$ cat config.mk
export PLATFORM = sky130hd
export DESIGN_NAME = logcap_cmd_initiator
export DESIGN_NICKNAME = d
export VERILOG_FILES = /design/src/rtl/logcap_cmd_pkg.sv /design/src/rtl/logcap_cmd_initiator_timer.sv /design/src/rtl/logcap_cmd_initiator.sv
export SDC_FILE = /design/constraint.sdc
export NUM_CORES = 1
export LEC_CHECK = 0
export BUFFER_PORTS_ARGS = -buffer_cell sky130_fd_sc_hd__buf_2
export CAP_MARGIN = 20
export CORE_AREA = 4 4 148 150
export DETAILED_ROUTE_END_ITERATION = 7
export DIE_AREA = 0 0 152 154
export GPL_ROUTABILITY_DRIVEN = 0
export GPL_TIMING_DRIVEN = 0
export PLACE_DENSITY_LB_ADDON = 0.15
export SLEW_MARGIN = 20
export SYNTH_ARGS = -nofsm -noshare
export SYNTH_HDL_FRONTEND = slang
export SYNTH_SLANG_ARGS = --single-unit
$ cat constraint.sdc
create_clock -name clk -period 4 [get_ports clk]
set_clock_uncertainty 0.1 [all_clocks]
set_input_delay 0.8 -clock clk [delete_from_list [all_inputs] [get_ports clk]]
set_output_delay 0.8 -clock clk [all_outputs]
set_load 0.1 [all_outputs]
$ cat src/rtl/logcap_cmd_pkg.sv
// Shared definitions for the logic-capture command/register protocol:
// command codes, status bit positions, initiator states and helpers.
package logcap_cmd_pkg;

  localparam logic [7:0] CMD_NOP              = 8'h00;
  localparam logic [7:0] CMD_START            = 8'h01;
  localparam logic [7:0] CMD_ABORT            = 8'h02;
  localparam logic [7:0] CMD_TRIG_CFG         = 8'h03;
  localparam logic [7:0] CMD_BUF_CFG          = 8'h04;
  localparam logic [7:0] CMD_READ_TRACE_DATA  = 8'h05;
  localparam logic [7:0] CMD_READ_TRACE_SIZE  = 8'h06;
  localparam logic [7:0] CMD_READ_TRIG_SAMPLE = 8'h07;
  localparam logic [7:0] CMD_ACK              = 8'h08;
  localparam logic [7:0] CMD_RESET            = 8'h09;
  localparam logic [7:0] CMD_READ_BUFF_CFG    = 8'h0A;
  localparam logic [7:0] CMD_READ_TRIG_CFG    = 8'h0B;

  localparam int ST_IDLE_BIT = 0;
  localparam int ST_PRE_BIT  = 1;
  localparam int ST_POST_BIT = 2;
  localparam int ST_ACK_BIT  = 3;

  localparam int DEFAULT_TIMEOUT_CYCLES = 65535;
  localparam int TIMEOUT_W              = $clog2(DEFAULT_TIMEOUT_CYCLES + 1);

  typedef enum logic [2:0] {
    S_IDLE        = 3'd0,
    S_PRECLR      = 3'd1,
    S_PRECLR_WAIT = 3'd2,
    S_ISSUE       = 3'd3,
    S_WAIT_ACK    = 3'd4,
    S_CLEAR       = 3'd5,
    S_WAIT_CLR    = 3'd6,
    S_RESP        = 3'd7
  } state_t;

  function automatic int tmo_width(input int cycles);
    return $clog2(cycles + 1);
  endfunction

  function automatic logic cmd_is_rejected(input logic [7:0] cmd);
    return (cmd == CMD_NOP) || (cmd == CMD_ACK) || (cmd > CMD_READ_TRIG_CFG);
  endfunction

  // Trace-data reads are bursts of N words; a zero count still returns one word.
  function automatic logic [31:0] burst_words(input logic [7:0] cmd, input logic [63:0] wdata);
    if ((cmd == CMD_READ_TRACE_DATA) && (wdata[31:0] != 32'd0)) begin
      return wdata[31:0];
    end else begin
      return 32'd1;
    end
  endfunction

endpackage

$ cat src/rtl/logcap_cmd_initiator_timer.sv
// Clear-on-enter saturating wait counter; o_expired is high once the
// count has reached TIMEOUT_CYCLES and stays high until cleared.
module cmd_timeout_timer #(
  parameter int TIMEOUT_CYCLES = 65535,
  parameter int W              = 16
) (
  input  logic clk,
  input  logic reset,
  input  logic i_clear,
  input  logic i_enable,
  output logic o_expired
);

  logic [W-1:0] r_count;

  assign o_expired = (r_count == W'(TIMEOUT_CYCLES));

  always_ff @(posedge clk) begin
    if (reset) begin
      r_count <= '0;
    end else if (i_clear) begin
      r_count <= '0;
    end else if (i_enable && !o_expired) begin
      r_count <= r_count + W'(1);
    end else begin
      r_count <= r_count;
    end
  end

endmodule

$ cat src/rtl/logcap_cmd_initiator.sv
// Hub-side initiator: issues one peripheral command per request, waits for the
// sticky ack, captures regOut, clears the ack and returns one response per word.
module logcap_cmd_initiator
  import logcap_cmd_pkg::*;
#(
  parameter int TIMEOUT_CYCLES = DEFAULT_TIMEOUT_CYCLES
) (
  input  logic        clk,
  input  logic        reset,
  input  logic        req_valid,
  output logic        req_ready,
  input  logic [7:0]  req_cmd,
  input  logic [63:0] req_wdata,
  output logic        resp_valid,
  input  logic        resp_ready,
  output logic [63:0] resp_data,
  output logic        resp_err,
  output logic        resp_last,
  output logic [63:0] periph_regin,
  input  logic [63:0] periph_regout,
  output logic [7:0]  command,
  output logic        command_strobe,
  input  logic [7:0]  status,
  output logic [7:0]  status_q
);

  localparam int W_TMO = tmo_width(TIMEOUT_CYCLES);

  state_t      r_state, w_state_next;
  logic [7:0]  r_cmd;
  logic [31:0] r_words_left, w_words_next;
  logic        r_req_ready, r_resp_valid, r_resp_err, r_resp_last;
  logic [63:0] r_resp_data, r_regin;
  logic [7:0]  r_command, r_status_q, w_command_next;
  logic        r_strobe, w_strobe_next;
  logic        w_ack, w_accept, w_handshake, w_err_next;
  logic        w_timer_en, w_timer_clr, w_expired;

  assign w_ack       = status[ST_ACK_BIT];
  assign w_accept    = (r_state == S_IDLE) && r_req_ready && req_valid;
  assign w_handshake = r_resp_valid && resp_ready;
  assign w_timer_clr = (w_state_next != r_state);

  cmd_timeout_timer #(
    .TIMEOUT_CYCLES(TIMEOUT_CYCLES),
    .W             (W_TMO)
  ) u_timer (
    .clk      (clk),
    .reset    (reset),
    .i_clear  (w_timer_clr),
    .i_enable (w_timer_en),
    .o_expired(w_expired)
  );

  // Next-state, error and word-count decisions; ack wins over a same-cycle timeout.
  always_comb begin
    w_state_next = r_state;
    w_err_next   = r_resp_err;
    w_words_next = r_words_left;
    w_timer_en   = 1'b0;
    case (r_state)
      S_IDLE: begin
        if (w_accept) begin
          w_err_next   = cmd_is_rejected(req_cmd);
          w_words_next = burst_words(req_cmd, req_wdata);
          if (cmd_is_rejected(req_cmd)) begin
            w_state_next = S_RESP;
          end else if (w_ack) begin
            w_state_next = S_PRECLR;
          end else begin
            w_state_next = S_ISSUE;
          end
        end else begin
          w_state_next = S_IDLE;
        end
      end
      S_PRECLR: w_state_next = S_PRECLR_WAIT;
      S_PRECLR_WAIT: begin
        w_timer_en = 1'b1;
        if (!w_ack) begin
          w_state_next = S_ISSUE;
        end else if (w_expired) begin
          w_state_next = S_RESP;
          w_err_next   = 1'b1;
        end else begin
          w_state_next = S_PRECLR_WAIT;
        end
      end
      S_ISSUE: w_state_next = S_WAIT_ACK;
      S_WAIT_ACK: begin
        w_timer_en = 1'b1;
        if (w_ack) begin
          w_state_next = S_CLEAR;
        end else if (w_expired) begin
          w_state_next = S_RESP;
          w_err_next   = 1'b1;
        end else begin
          w_state_next = S_WAIT_ACK;
        end
      end
      S_CLEAR: w_state_next = S_WAIT_CLR;
      S_WAIT_CLR: begin
        w_timer_en = 1'b1;
        if (!w_ack) begin
          w_state_next = S_RESP;
        end else if (w_expired) begin
          w_state_next = S_RESP;
          w_err_next   = 1'b1;
        end else begin
          w_state_next = S_WAIT_CLR;
        end
      end
      S_RESP: begin
        if (w_handshake && r_resp_last) begin
          w_state_next = S_IDLE;
          w_err_next   = 1'b0;
        end else if (w_handshake) begin
          // The peripheral reloads and re-acks after each clear, so no new strobe.
          w_state_next = S_WAIT_ACK;
          w_words_next = r_words_left - 32'd1;
        end else begin
          w_state_next = S_RESP;
        end
      end
      default: w_state_next = S_IDLE;
    endcase
  end

  // Strobe is decoded from the next state so it is registered yet aligned with it.
  always_comb begin
    w_strobe_next  = 1'b0;
    w_command_next = 8'h00;
    case (w_state_next)
      S_PRECLR, S_CLEAR: begin
        w_strobe_next  = 1'b1;
        w_command_next = CMD_ACK;
      end
      S_ISSUE: begin
        w_strobe_next  = 1'b1;
        w_command_next = w_accept ? req_cmd : r_cmd;
      end
      default: begin
        w_strobe_next  = 1'b0;
        w_command_next = 8'h00;
      end
    endcase
  end

  always_ff @(posedge clk) begin
    if (reset) begin
      r_state      <= S_IDLE;
      r_cmd        <= 8'h00;
      r_words_left <= 32'd0;
      r_req_ready  <= 1'b0;
      r_resp_valid <= 1'b0;
      r_resp_err   <= 1'b0;
      r_resp_last  <= 1'b0;
      r_resp_data  <= 64'd0;
      r_regin      <= 64'd0;
      r_command    <= 8'h00;
      r_strobe     <= 1'b0;
      r_status_q   <= 8'h00;
    end else begin
      r_state      <= w_state_next;
      r_words_left <= w_words_next;
      r_req_ready  <= (w_state_next == S_IDLE);
      r_resp_valid <= (w_state_next == S_RESP);
      r_resp_err   <= w_err_next;
      r_resp_last  <= (w_state_next == S_RESP) && (w_err_next || (w_words_next == 32'd1));
      r_command    <= w_command_next;
      r_strobe     <= w_strobe_next;
      r_status_q   <= status;
      if (w_accept) begin
        r_cmd   <= req_cmd;
        r_regin <= req_wdata;
      end else begin
        r_cmd   <= r_cmd;
        r_regin <= r_regin;
      end
      if (w_accept) begin
        r_resp_data <= 64'd0;
      end else if ((r_state == S_WAIT_ACK) && w_ack) begin
        r_resp_data <= periph_regout;
      end else if ((r_state == S_WAIT_ACK) && w_expired) begin
        r_resp_data <= 64'd0;
      end else begin
        r_resp_data <= r_resp_data;
      end
    end
  end

  assign req_ready      = r_req_ready;
  assign resp_valid     = r_resp_valid;
  assign resp_data      = r_resp_data;
  assign resp_err       = r_resp_err;
  assign resp_last      = r_resp_last;
  assign periph_regin   = r_regin;
  assign command        = r_command;
  assign command_strobe = r_strobe;
  assign status_q       = r_status_q;

endmodule
==> insert_results.sql <==
INSERT INTO impl_metrics (metric_group, metric, value, unit) VALUES
('die', 'std_cell_rows', '53', ''),
('power', 'combinationalPowerShare', '36.1', '%'),
('global_routing', 'grt-ovfl-total', '0', ''),
('synth', 'avgSynthCellArea', '8.388', 'µm²'),
('route', 'detail_route.first_pass.iterations', '5', ''),
('job', 'drv_cap', '0', ''),
('die', 'die_w', '152', 'µm'),
('power', 'leakage_power_summed_over_all_cells', '4.649', 'nW'),
('synth', 'syn-num-nets', '1124', ''),
('synth', 'synth-async-reset-ratio', '0', '%'),
('worst_setup_path', 'reg2reg_from', 'r_state[2]', ''),
('clock_tree', 'worst_skew_pair.late_latency', '0.51', 'ns'),
('global_routing', 'number_of_global_route_vias_before_repair', '7873', ''),
('outcome', 'run_status', 'finished, final reports clean', ''),
('power', 'fin_total_pwr', '7.025', 'mW'),
('placement', 'place_hpwl', '19720', 'µm'),
('min_path', 'timing.hold.worst.start', 'periph_regin[11]', ''),
('timing', 'worstMarginPinSlew', '0.9660', 'ns'),
('route', 'drc_errors_left', '0', ''),
('die', 'coreArea', '0.02069', 'mm²'),
('worst_setup_path', 'timing_worst_setup_path_type', 'reg -> reg', ''),
('min_path', 'whs_endpoint', 'periph_regin[11]', ''),
('worst_setup_path', 'critical_path.most_common_cell', 'clkbuf_1', ''),
('route', 'drtIter0Drc', '470', ''),
('worst_setup_path', 'r2r.worst_path.cells', '8', ''),
('timing', 'hold_slack', '0.3499', 'ns'),
('layout', 'mostFrequentLayoutCells', 'buf_2, dfxtp_1, nand2_1', ''),
('timing', 'rsz0062_at_grt', 'no', ''),
('worst_setup_path', 'crit_required', '4.33', 'ns'),
('clock_tree', 'cts_tree', 'done', ''),
('synth', 'synth_sequential_area_ratio', '50.96', '%'),
('clock_tree', 'tritoncts.num_buffers', '23', ''),
('timing', 'setup_viol', '0', ''),
('global_routing', 'grt_pass1_wl', '41630', 'µm'),
('timing', 'worst_slew_margin_rel', '35.32', '%'),
('route', 'viasPerCell', '5.158', ''),
('timing', 'finalMaxSlewViolations', '0', ''),
('power', 'power.clock.fraction', '29.8', '%'),
('worst_setup_path', 'critical_path.max_fanout', '10', ''),
('synth', 'count_of_state_elements_after_synthesis', '208', ''),
('route', 'drt-total-wl', '26350', 'µm'),
('timing', 'post-route-period-util', '90.94', '%'),
('clock_tree', 'numClockSinks', '208', ''),
('die', 'io_pins', '297', ''),
('clock_tree', 'cts-root-buf', 'clkbuf_16', ''),
('layout', 'layout_area_growth_over_synthesis', '31.55', '%'),
('synth', 'ys.warnings.count', '0', ''),
('die', 'die_y', '154', 'µm'),
('synth', 'synth_ff_type', 'dfxtp_1', ''),
('route', 'antenna_violating_nets_post_route', '0', ''),
('worst_setup_path', 'r2r_end', 'r_words_left[17]', ''),
('placement', 'dpl_cell_area', '0.009997', 'mm²'),
('global_routing', 'grt_start_max_net_pins', '13', ''),
('clock_tree', 'cts.repair_timing.setup_buffer_count', '0', ''),
('worst_setup_path', 'worstPathBufferInverterCount', '3', ''),
('layout', 'layout-drive-gt1-share', '26.47', '%'),
('worst_setup_path', 'crit_chain', 'clkbuf_1 -> or4_1 -> nor2_1 -> o21a_2 -> clkbuf_1 -> buf_1 -> nand2_1 -> a21oi_1', ''),
('min_path', 'hp-class', 'reg -> reg', ''),
('worst_setup_path', 'critPathArrivalTime', '3.97', 'ns'),
('global_routing', 'grt_util_all_layers', '21.32', '%'),
('clock_tree', 'worst_setup_hold_path_clk_slew', '0.06', 'ns'),
('timing', 'final.min_clock_period', '3.638', 'ns'),
('clock_tree', 'cts_htree_levels', '1', ''),
('power', 'cellInternalPower', '4.024', 'mW'),
('clock_tree', 'max-clock-path-buffers', '3', ''),
('layout', 'final_common_cell', 'buf_2', ''),
('clock_tree', 'postCtsResizedCells', '0', ''),
('global_routing', 'grt_antenna_before_repair', '1', ''),
('power', 'seq_power_share', '34.1', '%'),
('route', 'avgRoutedWirePerCell', '16.66', 'µm'),
('synth', 'syn-instance-count', '974', '');
==> synth_stat cells, types with 3 or more instances <==
cell / instances / area [µm²]
nand4_1: 11 / 68.82
o21ai_0: 11 / 55.05
inv_1: 10 / 37.54
buf_1: 7 / 26.28
nor3_1: 25 / 125.1
clkbuf_1: 50 / 187.7
nor2b_1: 10 / 62.56
and2_1: 8 / 50.05
xor2_1: 10 / 87.58
o41ai_1: 3 / 26.28
nor3_2: 4 / 40.04
nand2_1: 179 / 671.9
nor4_1: 17 / 106.4
nand2b_1: 3 / 18.77
nand3_1: 15 / 75.07
dfxtp_1: 208 / 4164
mux2i_1: 18 / 180.2
a22oi_1: 66 / 495.5
a31oi_1: 6 / 37.54
nor2_1: 134 / 503.0
o311ai_0: 5 / 43.79
a21oi_1: 99 / 495.5
o211ai_1: 8 / 60.06
xnor2_1: 3 / 26.28
or3_1: 11 / 68.82
o31ai_1: 5 / 37.54
or4_1: 7 / 52.55
and3_1: 6 / 37.54
==> final cells by class <==
class,instances,area (µm²)
timing repair buffer,295,1476
multi-input combinational,696,3741
buffer,60,234.0
inverter,10,37.54
clock buffer,33,683.2
tap,275,344.1
clock inverter,5,67.56
sequential,208,4164
fill,2094,9942
==> layer usage <==
metal,vias to the layer above,part of all wire [%],GRT usage (%),wire length (µm)
li1,4051,-,-,-
met1,3763,41,26.99,10860
met2,302,48,36.35,12610
met3,42,8.7,5.629,2295
met4,2,2.2,5.437,582
met5,-,0.030,0,8
==> how the worst max path moves through the flow <==
stage                     from                to  depth (start not counted)
CTS                 r_state[2]  r_words_left[17]                          8
floorplan           resp_valid         resp_last                         11
finish              r_state[2]  r_words_left[17]                          8
global placement    req_cmd[5]   r_words_left[1]                          9
detailed placement  req_cmd[5]  r_words_left[17]                          9
global route        r_state[2]  r_words_left[17]                          8
==> worst min-delay path, stage by stage (launching register included) <==
cell	delay, ns
dfxtp_1	0.30
nand2_1	0.05
a21oi_1	0.05
==> logic make-up after synthesis <==
group	share of synthesized area (%)
and+or+nand+nor	24.66
adders and majority gates	0.3062
xor gates and xnor gates	1.394
muxes	2.481
buffers and inverters	3.323
DFF	50.96
AOI/OAI and AO/OA	16.88
==> power groups by stage <==
stage	logic [mW]	registers, mW	clock network, mW
6_report	2.53	2.40	2.10
5_1_grt	2.70	2.42	2.23
4_1_cts	2.54	2.40	2.15
3_5_place_dp	2.54	2.44	0
3_3_place_gp	2.52	2.43	0
2_1_floorplan	0.782	3.65	0
==> metrics by stage <==
stage	worst slack, ns	utilization (%)	instances	setup TNS, ns
floorplan	0.2994	-	974	0
global placement	-0.03923	48.29	1544	-0.2001
detailed placement	-0.1031	48.32	1544	-0.6698
CTS	0.3601	51.95	1582	0
global route	0.1638	51.95	1582	0
finish	0.3622	51.95	1582	0
==> registers in the layout, indices dropped and copies added, names as in the netlist <==
| register | count |
|---|---|
| r_cmd | 8 |
| resp_err | 1 |
| resp_last | 1 |
| resp_valid | 1 |
| r_state | 3 |
| resp_data | 64 |
| command | 8 |
| periph_regin | 64 |
| u_timer.r_count | 16 |
| req_ready | 1 |
| r_words_left | 32 |
| command_strobe | 1 |
| status_q | 8 |
Power figures use the tool's default switching activity.
